`config.mk`:
```
export PLATFORM = sky130hd
export DESIGN_NAME = pid_sched
export DESIGN_NICKNAME = d
export VERILOG_FILES = /design/src/rtl/pid_pkg.sv /design/src/rtl/pid_sched_slew_lim.sv /design/src/rtl/pid_sched.sv
export SDC_FILE = /design/constraint.sdc
export NUM_CORES = 1
export LEC_CHECK = 0
export CAP_MARGIN = 25
export CORE_UTILIZATION = 30
export CTS_BUF_LIST = sky130_fd_sc_hd__clkbuf_8
export DETAILED_ROUTE_END_ITERATION = 6
export HOLD_SLACK_MARGIN = 0.1
export SLEW_MARGIN = 20
export SYNTH_ARGS = -nofsm -noshare
export SYNTH_HDL_FRONTEND = slang
export SYNTH_HIERARCHICAL = 1
export SYNTH_SLANG_ARGS = --single-unit
```
`constraint.sdc`:
```
create_clock -name clk -period 6.2 [get_ports clk]
set_clock_uncertainty 0.2 [all_clocks]
set_input_delay 1.24 -clock clk [delete_from_list [all_inputs] [get_ports clk]]
set_output_delay 1.24 -clock clk [all_outputs]
set_load 0.005 [all_outputs]
```
`src/rtl/pid_pkg.sv`:
```
// pid_sched shared types: FSM state encoding and
// default timing / slew constants.
package pid_pkg;

  typedef enum logic [2:0] {
    S_IDLE,
    S_REQ,
    S_WAIT,
    S_CALC,
    S_TICK
  } state_t;

  localparam int unsigned DEF_TICK_W = 20;
  localparam int unsigned DEF_PED_TO = 4;
  localparam logic [11:0] DEF_SLEW   = 12'h010;
  localparam int unsigned DEF_A2D_TO = 255;

endpackage

```
`src/rtl/pid_sched_slew_lim.sv`:
```
// slew_lim: one combinational step from i_cur toward i_tgt,
// never more than SLEW. Ports: i_cur, i_tgt in; o_nxt out.
module slew_lim
  import pid_pkg::*;
#(
  parameter logic [11:0] SLEW = DEF_SLEW
) (
  input  logic [11:0] i_cur,
  input  logic [11:0] i_tgt,
  output logic [11:0] o_nxt
);

  logic [11:0] w_up;
  logic [11:0] w_dn;

  assign w_up = i_tgt - i_cur;
  assign w_dn = i_cur - i_tgt;

  // Step is clipped to the remaining distance: no overshoot, no wrap.
  always_comb begin
    o_nxt = i_cur;
    if (i_tgt > i_cur)
      o_nxt = i_cur + ((w_up > SLEW) ? SLEW : w_up);
    else if (i_tgt < i_cur)
      o_nxt = i_cur - ((w_dn > SLEW) ? SLEW : w_dn);
  end

endmodule

```
`src/rtl/pid_sched.sv`:
```
// pid_sched: paces torque sampling and PID updates, tracks
// rider idle, slew-limits the motor drive.
// In: clk, rst_n, cadence, a2d_rdy, a2d_data, target, drv_raw.
// Out: a2d_req, error, pid_tick, not_pedaling, drv_mag, a2d_fault.
module pid_sched
  import pid_pkg::*;
#(
  parameter int unsigned TICK_W = DEF_TICK_W,
  parameter int unsigned PED_TO = DEF_PED_TO,
  parameter logic [11:0] SLEW   = DEF_SLEW,
  parameter int unsigned A2D_TO = DEF_A2D_TO
) (
  input  logic        clk,
  input  logic        rst_n,
  input  logic        cadence,
  input  logic        a2d_rdy,
  input  logic [11:0] a2d_data,
  input  logic [11:0] target,
  input  logic [11:0] drv_raw,
  output logic        a2d_req,
  output logic [12:0] error,
  output logic        pid_tick,
  output logic        not_pedaling,
  output logic [11:0] drv_mag,
  output logic        a2d_fault
);

  localparam int unsigned WW = $clog2(A2D_TO + 1);
  localparam int unsigned CW = $clog2(PED_TO + 1);

  state_t            r_st;
  logic [TICK_W-1:0] r_tick;
  logic [WW-1:0]     r_wcnt;
  logic [11:0]       r_torque;
  logic [12:0]       r_err;
  logic              r_req;
  logic              r_ptick;
  logic              r_fault;
  logic              r_cad_d;
  logic [CW-1:0]     r_idle;
  logic [11:0]       r_drv;

  logic              w_due;
  logic              w_rise;
  logic              w_np;
  logic [11:0]       w_nxt;

  assign w_due  = &r_tick;
  assign w_rise = cadence & ~r_cad_d;
  assign w_np   = (r_idle == CW'(PED_TO));

  always_ff @(posedge clk or negedge rst_n) begin
    if (!rst_n) r_tick <= '0;
    else        r_tick <= r_tick + 1'b1;
  end

  // Strobes are registered from the state, so each one
  // lands in the cycle after its state.
  always_ff @(posedge clk or negedge rst_n) begin
    if (!rst_n) begin
      r_st     <= S_IDLE;
      r_wcnt   <= '0;
      r_torque <= '0;
      r_err    <= '0;
      r_req    <= 1'b0;
      r_ptick  <= 1'b0;
      r_fault  <= 1'b0;
    end else begin
      r_req   <= (r_st == S_REQ);
      r_ptick <= (r_st == S_TICK);
      unique case (r_st)
        S_IDLE: begin
          if (w_due) r_st <= S_REQ;
        end
        S_REQ: begin
          r_wcnt <= '0;
          r_st   <= S_WAIT;
        end
        S_WAIT: begin
          if (a2d_rdy) begin
            r_torque <= a2d_data;
            r_st     <= S_CALC;
          end else if (r_wcnt == WW'(A2D_TO - 1)) begin
            // Timeout: keep the old torque, still update.
            r_fault <= 1'b1;
            r_st    <= S_CALC;
          end else begin
            r_wcnt <= r_wcnt + 1'b1;
          end
        end
        S_CALC: begin
          r_err <= {1'b0, target} - {1'b0, r_torque};
          r_st  <= S_TICK;
        end
        S_TICK: begin
          r_st <= S_IDLE;
        end
        default: begin
          r_st <= S_IDLE;
        end
      endcase
    end
  end

  slew_lim #(
    .SLEW (SLEW)
  ) u_slew (
    .i_cur (r_drv),
    .i_tgt (drv_raw),
    .o_nxt (w_nxt)
  );

  // Cadence edge wins over a same-cycle tick.
  always_ff @(posedge clk or negedge rst_n) begin
    if (!rst_n) begin
      r_cad_d <= 1'b0;
      r_idle  <= CW'(PED_TO);
      r_drv   <= '0;
    end else begin
      r_cad_d <= cadence;
      if (w_rise)
        r_idle <= '0;
      else if (r_ptick && !w_np)
        r_idle <= r_idle + 1'b1;
      if (w_np)
        r_drv <= '0;
      else if (r_ptick)
        r_drv <= w_nxt;
    end
  end

  assign a2d_req      = r_req;
  assign pid_tick     = r_ptick;
  assign error        = r_err;
  assign a2d_fault    = r_fault;
  assign not_pedaling = w_np;
  assign drv_mag      = r_drv;

endmodule

```
==> run summary, run 1 <==
The run finished with clean final reports. The critical path is of the in2reg type. For the via count of the first global-routing pass, the log shows 5417. The run gives 0.310 as the effective utilization at floorplan. The worst reg2reg path depth was 23; the async set-or-reset flop fraction in the synthesized netlist was 1.00. CTS built an H-tree with a depth of 3. The final weighted congestion in routability-driven placement is 0.878, and the routed via count divided by cell count is 4.94. The run gives 0.294 as the proportion of synthesized chip area in sequential cells.

The area of the die is 0.0218 mm^2, and the power density relative to cell area is 409 mW/mm^2. The pin count of the biggest net entering global routing was 76; the setup slack at placement was 0.00981 ns. The most instantiated flip-flop cell in the synthesis netlist was sky130_fd_sc_hd__dfrtp_1. Distinct cell type count of the synthesized netlist: 77. Setup slack on the critical path of the routed design comes to 0.424 ns. The hold violation count in the final report was 0; the final-report setup violation count was 0. Together, buffers and inverters on the worst path number 4. The repair_antennas step left the layout with diodes totalling 0.

The post-CTS setup buffer count was 0; the routed length on met3 was 712 um. The first global-routing pass estimated 26.4 mm of wire. Max-cap violations in this run came to 0. The core outline area was 0.0206 mm^2. The clock period could shrink to 5.78 ns. In the detailed route, the total length drawn on met2 is 7.18 mm.

The depth of the worst hold-timing path is 1. The area used by multi-input combinational logic was 0.00419 mm^2; the tightest slew margin relative to the limit was 0.407. The mapped netlist covers 0.00638 mm^2.

Data on the critical path is required at its endpoint by 6.24 ns. Total of buffers placed on input and output ports: 68. After routing the design area is 0.00776 mm^2.

The top layer used by detailed routing was met4. The first TritonRoute pass finished after 4 iterations. For the number of placement rows, the log shows 52. The area growth from synthesis to layout was 21.7%; the hold buffer count at CTS was 0.

The class of the tightest hold or removal check was reg2reg. The number of antenna violations at the first check in global routing is 0. In this run, CTS created clock tree buffers numbering 9. The slowest stage of the critical path belongs to the cell sky130_fd_sc_hd__or4b_1. After detailed routing, the number of remaining DRC violations is 0.

For the wire length on met1, the log shows 7.53 mm. In the post-synthesis netlist, the biggest area contributors are sky130_fd_sc_hd__dfrtp_1 29%, sky130_fd_sc_hd__ha_1 12%, sky130_fd_sc_hd__xnor2_1 4.1%, sky130_fd_sc_hd__a21oi_1 4.1%, sky130_fd_sc_hd__nor2_1 4.1%. STA classifies the critical path startpoint as an input port. The gate count after technology mapping is 752, and the layout filler cell count is 2188. The run gives 0 ns as the setup TNS.

The run gives 5.82 ns as the data arrival time of the critical path. The die is 148 um wide. The final layout contains 953 nets. The largest single stage delay on the critical path is 0.54 ns. For the total track usage, the log shows 0.148.

Setup repair after global routing left no endpoint under its margin. The number of warning messages in the yosys log came out at 6. The wire-length estimate of the detail-placed layout is 12.1 mm. The placement-stage cell area was 0.00753 mm^2. Clock-pin slew was measured on the worst setup and hold paths at 0.10 ns. The synthesized design contains 75 register bits. Portion of synthesized cell area occupied by the leading cell type: 0.290. TritonCTS built the clock tree.

The post-route clock period utilization came out at 0.932. Counting flops with a built-in enable in the synthesized netlist gives 0. Of all nets on the critical path, the largest fanout is 4. The post-route antenna net violation count is 0, and the die span in y is 148 um.

The most common cell in the synthesized netlist was sky130_fd_sc_hd__dfrtp_1. In the final layout, flip-flops and latches occupy 0.00188 mm^2. The tools report the via count as 5545. The maximum resistive drop on vdd is 0.174 mV. The number of sinks handled by clock tree synthesis was 75. Sorting the synthesized cells by how often they occur yields 74 x sky130_fd_sc_hd__dfrtp_1, 69 x sky130_fd_sc_hd__nor2_1, 60 x sky130_fd_sc_hd__ha_1.

For this block, the initial DRC count from the detailed router was 243. Cell count along the critical path: 24. Clock root buffer: sky130_fd_sc_hd__clkbuf_8.

The share of post-route cells with drive strength above 1 was 0.0926. The tools report the wire length after detailed routing as 15.6 mm. The worst setup path is captured at a flip-flop. For the upper clock frequency limit, the log shows 173 MHz. The actual transition at the worst max-transition pin is 0.890 ns, and the I/O pin count is 69. The final max-slew violation count is 0, and the clock tree buffer depth is 2. Cell family contributing the most delay on the critical path: simple AND/OR/NAND/NOR gates. Dividing the synthesized area by the synthesized cell count gives 8.48 um^2. The design draws 3.17 mW. The largest area contributor in the netlist is sky130_fd_sc_hd__dfrtp_1. Detailed-route wire length per cell: 13.9 um.

The clock reaches the later pin of the worst-skew pair after 0.35 ns. Walking the worst path, the cells encountered are clkdlybuf4s50_1 -> ha_1 -> a21oi_1 -> buf_4 -> nor2_1 -> or4b_1 -> mux2i_1 -> nor4_2 -> buf_4 -> nand2_1 -> a21oi_1 -> buf_4 -> nand2b_1 -> ha_1 -> nand2_1 -> nand2_1 -> nor3_1 -> a31oi_2 -> or3_1 -> a221oi_2 -> a221oi_1 -> xnor2_1 -> mux2i_1 -> nor2_1. The cell leakage power was 3.52 nW.

For the sum of overflow across all layers after global routing, the log shows 0.
metrics by stage:
| step | util | hold WS [ns] | instances |
|---|---|---|---|
| global route | 0.377 | 0.282 | 1123 |
| floorplan | - | 0.237 | 762 |
| finish | 0.377 | 0.269 | 1123 |
| global placement | 0.366 | 0.255 | 1105 |
| detailed placement | 0.366 | 0.254 | 1105 |
| CTS | 0.375 | 0.278 | 1121 |
state kept, by name, summed over array words and instances, names as in the netlist, 3 cells and up:
signal	count
r_tick	20
r_wcnt	8
r_idle	3
r_torque	12
error	13
drv_mag	12
r_st	3
where the power goes:
group	leakage, nW	total (mW)	switching [mW]	internal, mW
Clock	0.0932	0.356	0.204	0.152
Sequential	0.962	0.758	0.138	0.620
Combinational	2.46	2.06	1.10	0.957
what timing repair did:
| item | CTS | global route |
|---|---|---|
| setup endpoints to repair | 0 | 2 |
| resized for setup | 0 | 4 |
| hold endpoints to repair | 0 | 0 |
layout make-up:
class                   instances  area share
multi-input cells             603       0.540
well taps                     270      0.0435
clock inverters                 7     0.00790
inverters                      57      0.0276
flip-flops and latches         75       0.242
clock buffers                   9      0.0160
repair buffers                102       0.123
logic make-up (layout without fill, tap and decap cells):
group	Yosys count	count (layout)	share of synthesized area
adders and majority gates	65	65	0.133
DFF	75	75	0.294
xor gates and xnor gates	52	52	0.0714
buffers and inverters	84	175	0.0567
muxes	22	22	0.0351
AOI/OAI and AO/OA	188	188	0.192
other	2	12	0.00118
and+or+nand+nor	264	264	0.215
final timing paths:
kind / from / end / slack [ns]
max in group asynchronous: rst_n / drv_mag[7]$_DFFE_PN0P_ / 4.61
max reg2reg: drv_mag[1]$_DFFE_PN0P_ / drv_mag[11]$_DFFE_PN0P_ / 1.08
max: drv_raw[6] / drv_mag[11]$_DFFE_PN0P_ / 0.42
min in group asynchronous: rst_n / a2d_req$_DFF_PN0_ / 0.59
min reg2reg: r_tick[19]$_DFF_PN0_ / r_tick[19]$_DFF_PN0_ / 0.27
min: r_tick[19]$_DFF_PN0_ / r_tick[19]$_DFF_PN0_ / 0.27
cells in the final DEF (no fill, tap or decap), types with 4 or more instances in the layout:
master,count
sky130_fd_sc_hd__a211oi_1,8
sky130_fd_sc_hd__a21o_1,15
sky130_fd_sc_hd__a21oi_1,51
sky130_fd_sc_hd__a21oi_2,5
sky130_fd_sc_hd__and3_1,10
sky130_fd_sc_hd__buf_4,33
sky130_fd_sc_hd__clkbuf_8,9
sky130_fd_sc_hd__clkdlybuf4s50_1,67
sky130_fd_sc_hd__conb_1,12
sky130_fd_sc_hd__dfrtp_1,74
sky130_fd_sc_hd__fa_1,5
sky130_fd_sc_hd__ha_1,60
sky130_fd_sc_hd__inv_1,57
sky130_fd_sc_hd__mux2i_1,19
sky130_fd_sc_hd__nand2_1,59
sky130_fd_sc_hd__nand2b_1,10
sky130_fd_sc_hd__nand3_1,29
sky130_fd_sc_hd__nand4_1,13
sky130_fd_sc_hd__nor2_1,69
sky130_fd_sc_hd__nor2b_1,14
sky130_fd_sc_hd__nor3_1,18
sky130_fd_sc_hd__nor3b_1,6
sky130_fd_sc_hd__o211ai_1,6
sky130_fd_sc_hd__o21a_1,10
sky130_fd_sc_hd__o21ai_0,45
sky130_fd_sc_hd__o21bai_1,6
sky130_fd_sc_hd__o31ai_1,4
sky130_fd_sc_hd__or3_1,9
sky130_fd_sc_hd__xnor2_1,30
sky130_fd_sc_hd__xor2_1,22
metal layers:
layer / up-vias / global-route usage
met4: 0 / 0.0356
met1: 2593 / 0.199
met3: 13 / 0.0262
met2: 106 / 0.245
li1: 2833 / -
met5: - / 0
worst reg2reg max path: stages, from the launching register on:
cell and delay, ns:
sky130_fd_sc_hd__dfrtp_1 0.57, sky130_fd_sc_hd__inv_1 0.20, sky130_fd_sc_hd__ha_1 0.34, sky130_fd_sc_hd__buf_4 0.15, sky130_fd_sc_hd__nand3b_1 0.11, sky130_fd_sc_hd__a21oi_1 0.10
sky130_fd_sc_hd__or3_1 0.33, sky130_fd_sc_hd__o22ai_1 0.14, sky130_fd_sc_hd__and4b_1 0.32, sky130_fd_sc_hd__nand2_1 0.11, sky130_fd_sc_hd__a21oi_1 0.18, sky130_fd_sc_hd__buf_4 0.15
sky130_fd_sc_hd__nand2b_1 0.07, sky130_fd_sc_hd__ha_1 0.33, sky130_fd_sc_hd__nand2_1 0.08, sky130_fd_sc_hd__nand2_1 0.05, sky130_fd_sc_hd__nor3_1 0.19, sky130_fd_sc_hd__a31oi_2 0.19
sky130_fd_sc_hd__or3_1 0.41, sky130_fd_sc_hd__a221oi_2 0.30, sky130_fd_sc_hd__a221oi_1 0.14, sky130_fd_sc_hd__xnor2_1 0.16, sky130_fd_sc_hd__mux2i_1 0.13, sky130_fd_sc_hd__nor2_1 0.05
(Power assumes the default switching activity.)
==> run 2, diff against run 1 <==
CORE_UTILIZATION = 38   (was 30)
==> run 2 against run 1 <==
Net effect: die area decreased by 21%; routed wire length shrank 4.6%; cell count down 4.5%; worst hold slack got worse by 0.0014 ns; via count fell by 1.2%; clock-buffer cell count stayed put; total power is 2.5% higher.
==> run summary, run 2 (same netlist as run 1, synthesis figures left out) <==
The number of antenna violations at the first check in global routing came out at 0 (unchanged). The startpoint-to-endpoint class of the critical path is in2reg (unchanged). The number of maximum-capacitance violations is 0 (unchanged), and the minimum setup slack in the final design is 0.405 ns (was 0.424 ns). The run finished with clean final reports. Starting DRC count in detailed routing: 227 (was 243). The net count of the finished layout was 957 (was 953).

The clock tree buffer depth was 2 (unchanged). The clock root buffer is sky130_fd_sc_hd__clkbuf_8 (unchanged). For the H-tree depth, the log shows 3 (unchanged). The core outline area is 0.0161 mm^2 (was 0.0206 mm^2), and the post-route clock period utilization is 0.935 (was 0.932). For the final weighted congestion in routability-driven placement, the log shows 0.862 (was 0.878). The power density relative to cell area is 418 mW/mm^2 (was 409 mW/mm^2). The utilization after layout was 0.483 (was 0.377). Effective utilization at floorplan: 0.396 (was 0.310). For the clock buffer count from CTS, the log shows 9 (unchanged). The run gives 5478 (was 5545) as the via count. The critical path startpoint category was an input port (unchanged).

The total of buffers placed on input and output ports works out to 68 (unchanged). The largest register by flop count was r_tick (unchanged). The actual transition at the worst max-transition pin works out to 0.962 ns (was 0.890 ns). The clock-pin slew on the worst setup and hold paths works out to 0.08 ns (was 0.10 ns). Commonest cells after routing, fill and taps aside: 74 x sky130_fd_sc_hd__dfrtp_1, 69 x sky130_fd_sc_hd__nor2_1, 67 x sky130_fd_sc_hd__clkdlybuf4s50_1 (unchanged). The maximum fanout encountered on the critical timing path came out at 2 (was 4). The run gives 0.179 (was 0.148) as the total track usage.

Setup repair after global routing left no endpoint under its margin. The DRC violation count after routing was 0 (unchanged). Highest-delay cell along the critical path: sky130_fd_sc_hd__fa_1 (was sky130_fd_sc_hd__or4b_1). For the sum of overflow across all layers after global routing, the log shows 0 (unchanged). Maximum resistive drop on vdd: 0.174 mV (about the same).

The placed instance count is 1054 (was 1105). The post-layout minimum cycle time is 5.79 ns (was 5.78 ns), and the latest clock arrival within the worst-skew pair is 0.35 ns (about the same). The run gives 1073 (was 1123) as the number of non-filler instances in the completed layout. The antenna cell count is 0 (unchanged). The number of sinks handled by clock tree synthesis was 75 (unchanged). The critical path's largest stage delay works out to 0.44 ns (was 0.54 ns). The data arrival time of the critical path is 5.80 ns (was 5.82 ns). For the final total power, the log shows 3.25 mW (was 3.17 mW). Number of flip-flops under the largest register name: 20 (unchanged). The logs give 173 MHz (about the same) for the upper clock frequency limit and 6.20 ns (was 6.24 ns) for the required time of the critical path. The logs give 0 ns (unchanged) for the setup TNS and -0.152 ns (was 0.00981 ns) for the setup slack at placement. The hold buffer count at CTS is 0 (unchanged). Element type at the critical path end: a flip-flop (unchanged).

The detailed-route wire length per cell came out at 13.9 um (about the same). The tightest slew margin relative to the limit came out at 0.359 (was 0.407). The tools report the final HPWL from detailed placement as 11.5 mm (was 12.1 mm). The tools report the final max-slew violation count as 0 (unchanged).

Die span in y: 132 um (was 148 um). The via count of the first global-routing pass came out at 5479 (was 5417). The width of the die works out to 132 um (was 148 um). The leading cell type in the layout, fill and taps excluded is sky130_fd_sc_hd__dfrtp_1 (unchanged). The tools report the hold violation count in the final report as 0 (unchanged). For the pin count of the biggest net entering global routing, the log shows 76 (unchanged).

The tools report the wire length after detailed routing as 14.9 mm (was 15.6 mm). The routed via count divided by cell count came out at 5.11 (was 4.94). The tools report the post-route antenna net violation count as 0 (unchanged). Area growth from synthesis to layout: 22.0% (was 21.7%). TritonCTS built the clock tree.

The number of placement rows was 46 (was 52). The class of the tightest hold or removal check was reg2reg (unchanged). For the final-report setup violation count, the log shows 0 (unchanged).

I/O pin count: 69 (unchanged). Area of the die: 0.0173 mm^2 (was 0.0218 mm^2). The cell that appears most often on the critical path is sky130_fd_sc_hd__a21oi_1. The share of post-route cells with drive strength above 1 was 0.0980 (was 0.0926); the number of iterations in the first detailed-routing pass was 4 (unchanged). The logs give 25.7 mm (was 26.4 mm) for the global-route wire length before repair and 3.56 nW (was 3.52 nW) for the cell leakage power.
==> run 2: changes by cell type in the layout (fill, tap and decap cells not counted), sizes merged <==
cell / previous run / this run
bufinv: 0 / 3
buf: 35 / 39
clkinv: 4 / 3
inv: 59 / 57
==> run 2: final timing paths <==
path	start	endpoint	slack [ns]	cells past startpoint
max reg2reg	drv_mag[1]$_DFFE_PN0P_	drv_mag[10]$_DFFE_PN0P_	1.00	24
min reg2reg	r_tick[16]$_DFF_PN0_	r_tick[16]$_DFF_PN0_	0.27	1
min	r_tick[16]$_DFF_PN0_	r_tick[16]$_DFF_PN0_	0.27	1
max	drv_raw[0]	drv_mag[10]$_DFFE_PN0P_	0.41	25
max in group asynchronous	rst_n	r_idle[2]$_DFFE_PN1P_	4.62	2
min in group asynchronous	rst_n	error[5]$_DFFE_PN0P_	0.56	1
==> run 2: power breakdown <==
group	internal, mW	switching, mW	total (mW)
registers	0.620	0.139	0.759
logic	0.955	1.09	2.04
clock network	0.266	0.183	0.449
==> run 2: worst max-delay path, delay by kind of cell <==
kind	cells	cell delay (ns)
buf+inv	2	0.56
simple gates	5	0.78
xor+xnor	1	0.08
fa+ha+maj	3	1.05
compound gates	13	1.95
mux	1	0.13
==> run 2: metrics by stage <==
| stage | hold WS [ns] | instance area [um^2] |
|---|---|---|
| after floorplan | 0.237 | 6410 |
| after global routing | 0.291 | 7780 |
| after CTS | 0.275 | 7720 |
| after detailed placement | 0.253 | 7480 |
| after global placement | 0.252 | 7480 |
| final | 0.267 | 7780 |
==> run 2: area by class of cell <==
type / instances / area (um^2)
repair buffers: 106 / 987
well taps: 216 / 270
flip-flops and latches: 75 / 1880
fillers: 1599 / 8340
clock inverters: 7 / 116
clock buffers: 9 / 124
inverters: 57 / 214
multi-input cells: 603 / 4190
==> run 2: timing repair <==
item                                    in CTS  in global routing
setup buffers                                0                  1
endpoints found under the setup margin       0                  3
gates resized for setup                      0                  5
==> run 2: per-layer routing <==
layer / global-route usage / vias to the layer above / part of all wire
met5: 0 / - / 0
met3: 0.0243 / 13 / 0.024
li1: - / 2832 / -
met2: 0.305 / 70 / 0.47
met4: 0.0452 / 0 / 0.012
met1: 0.236 / 2563 / 0.49
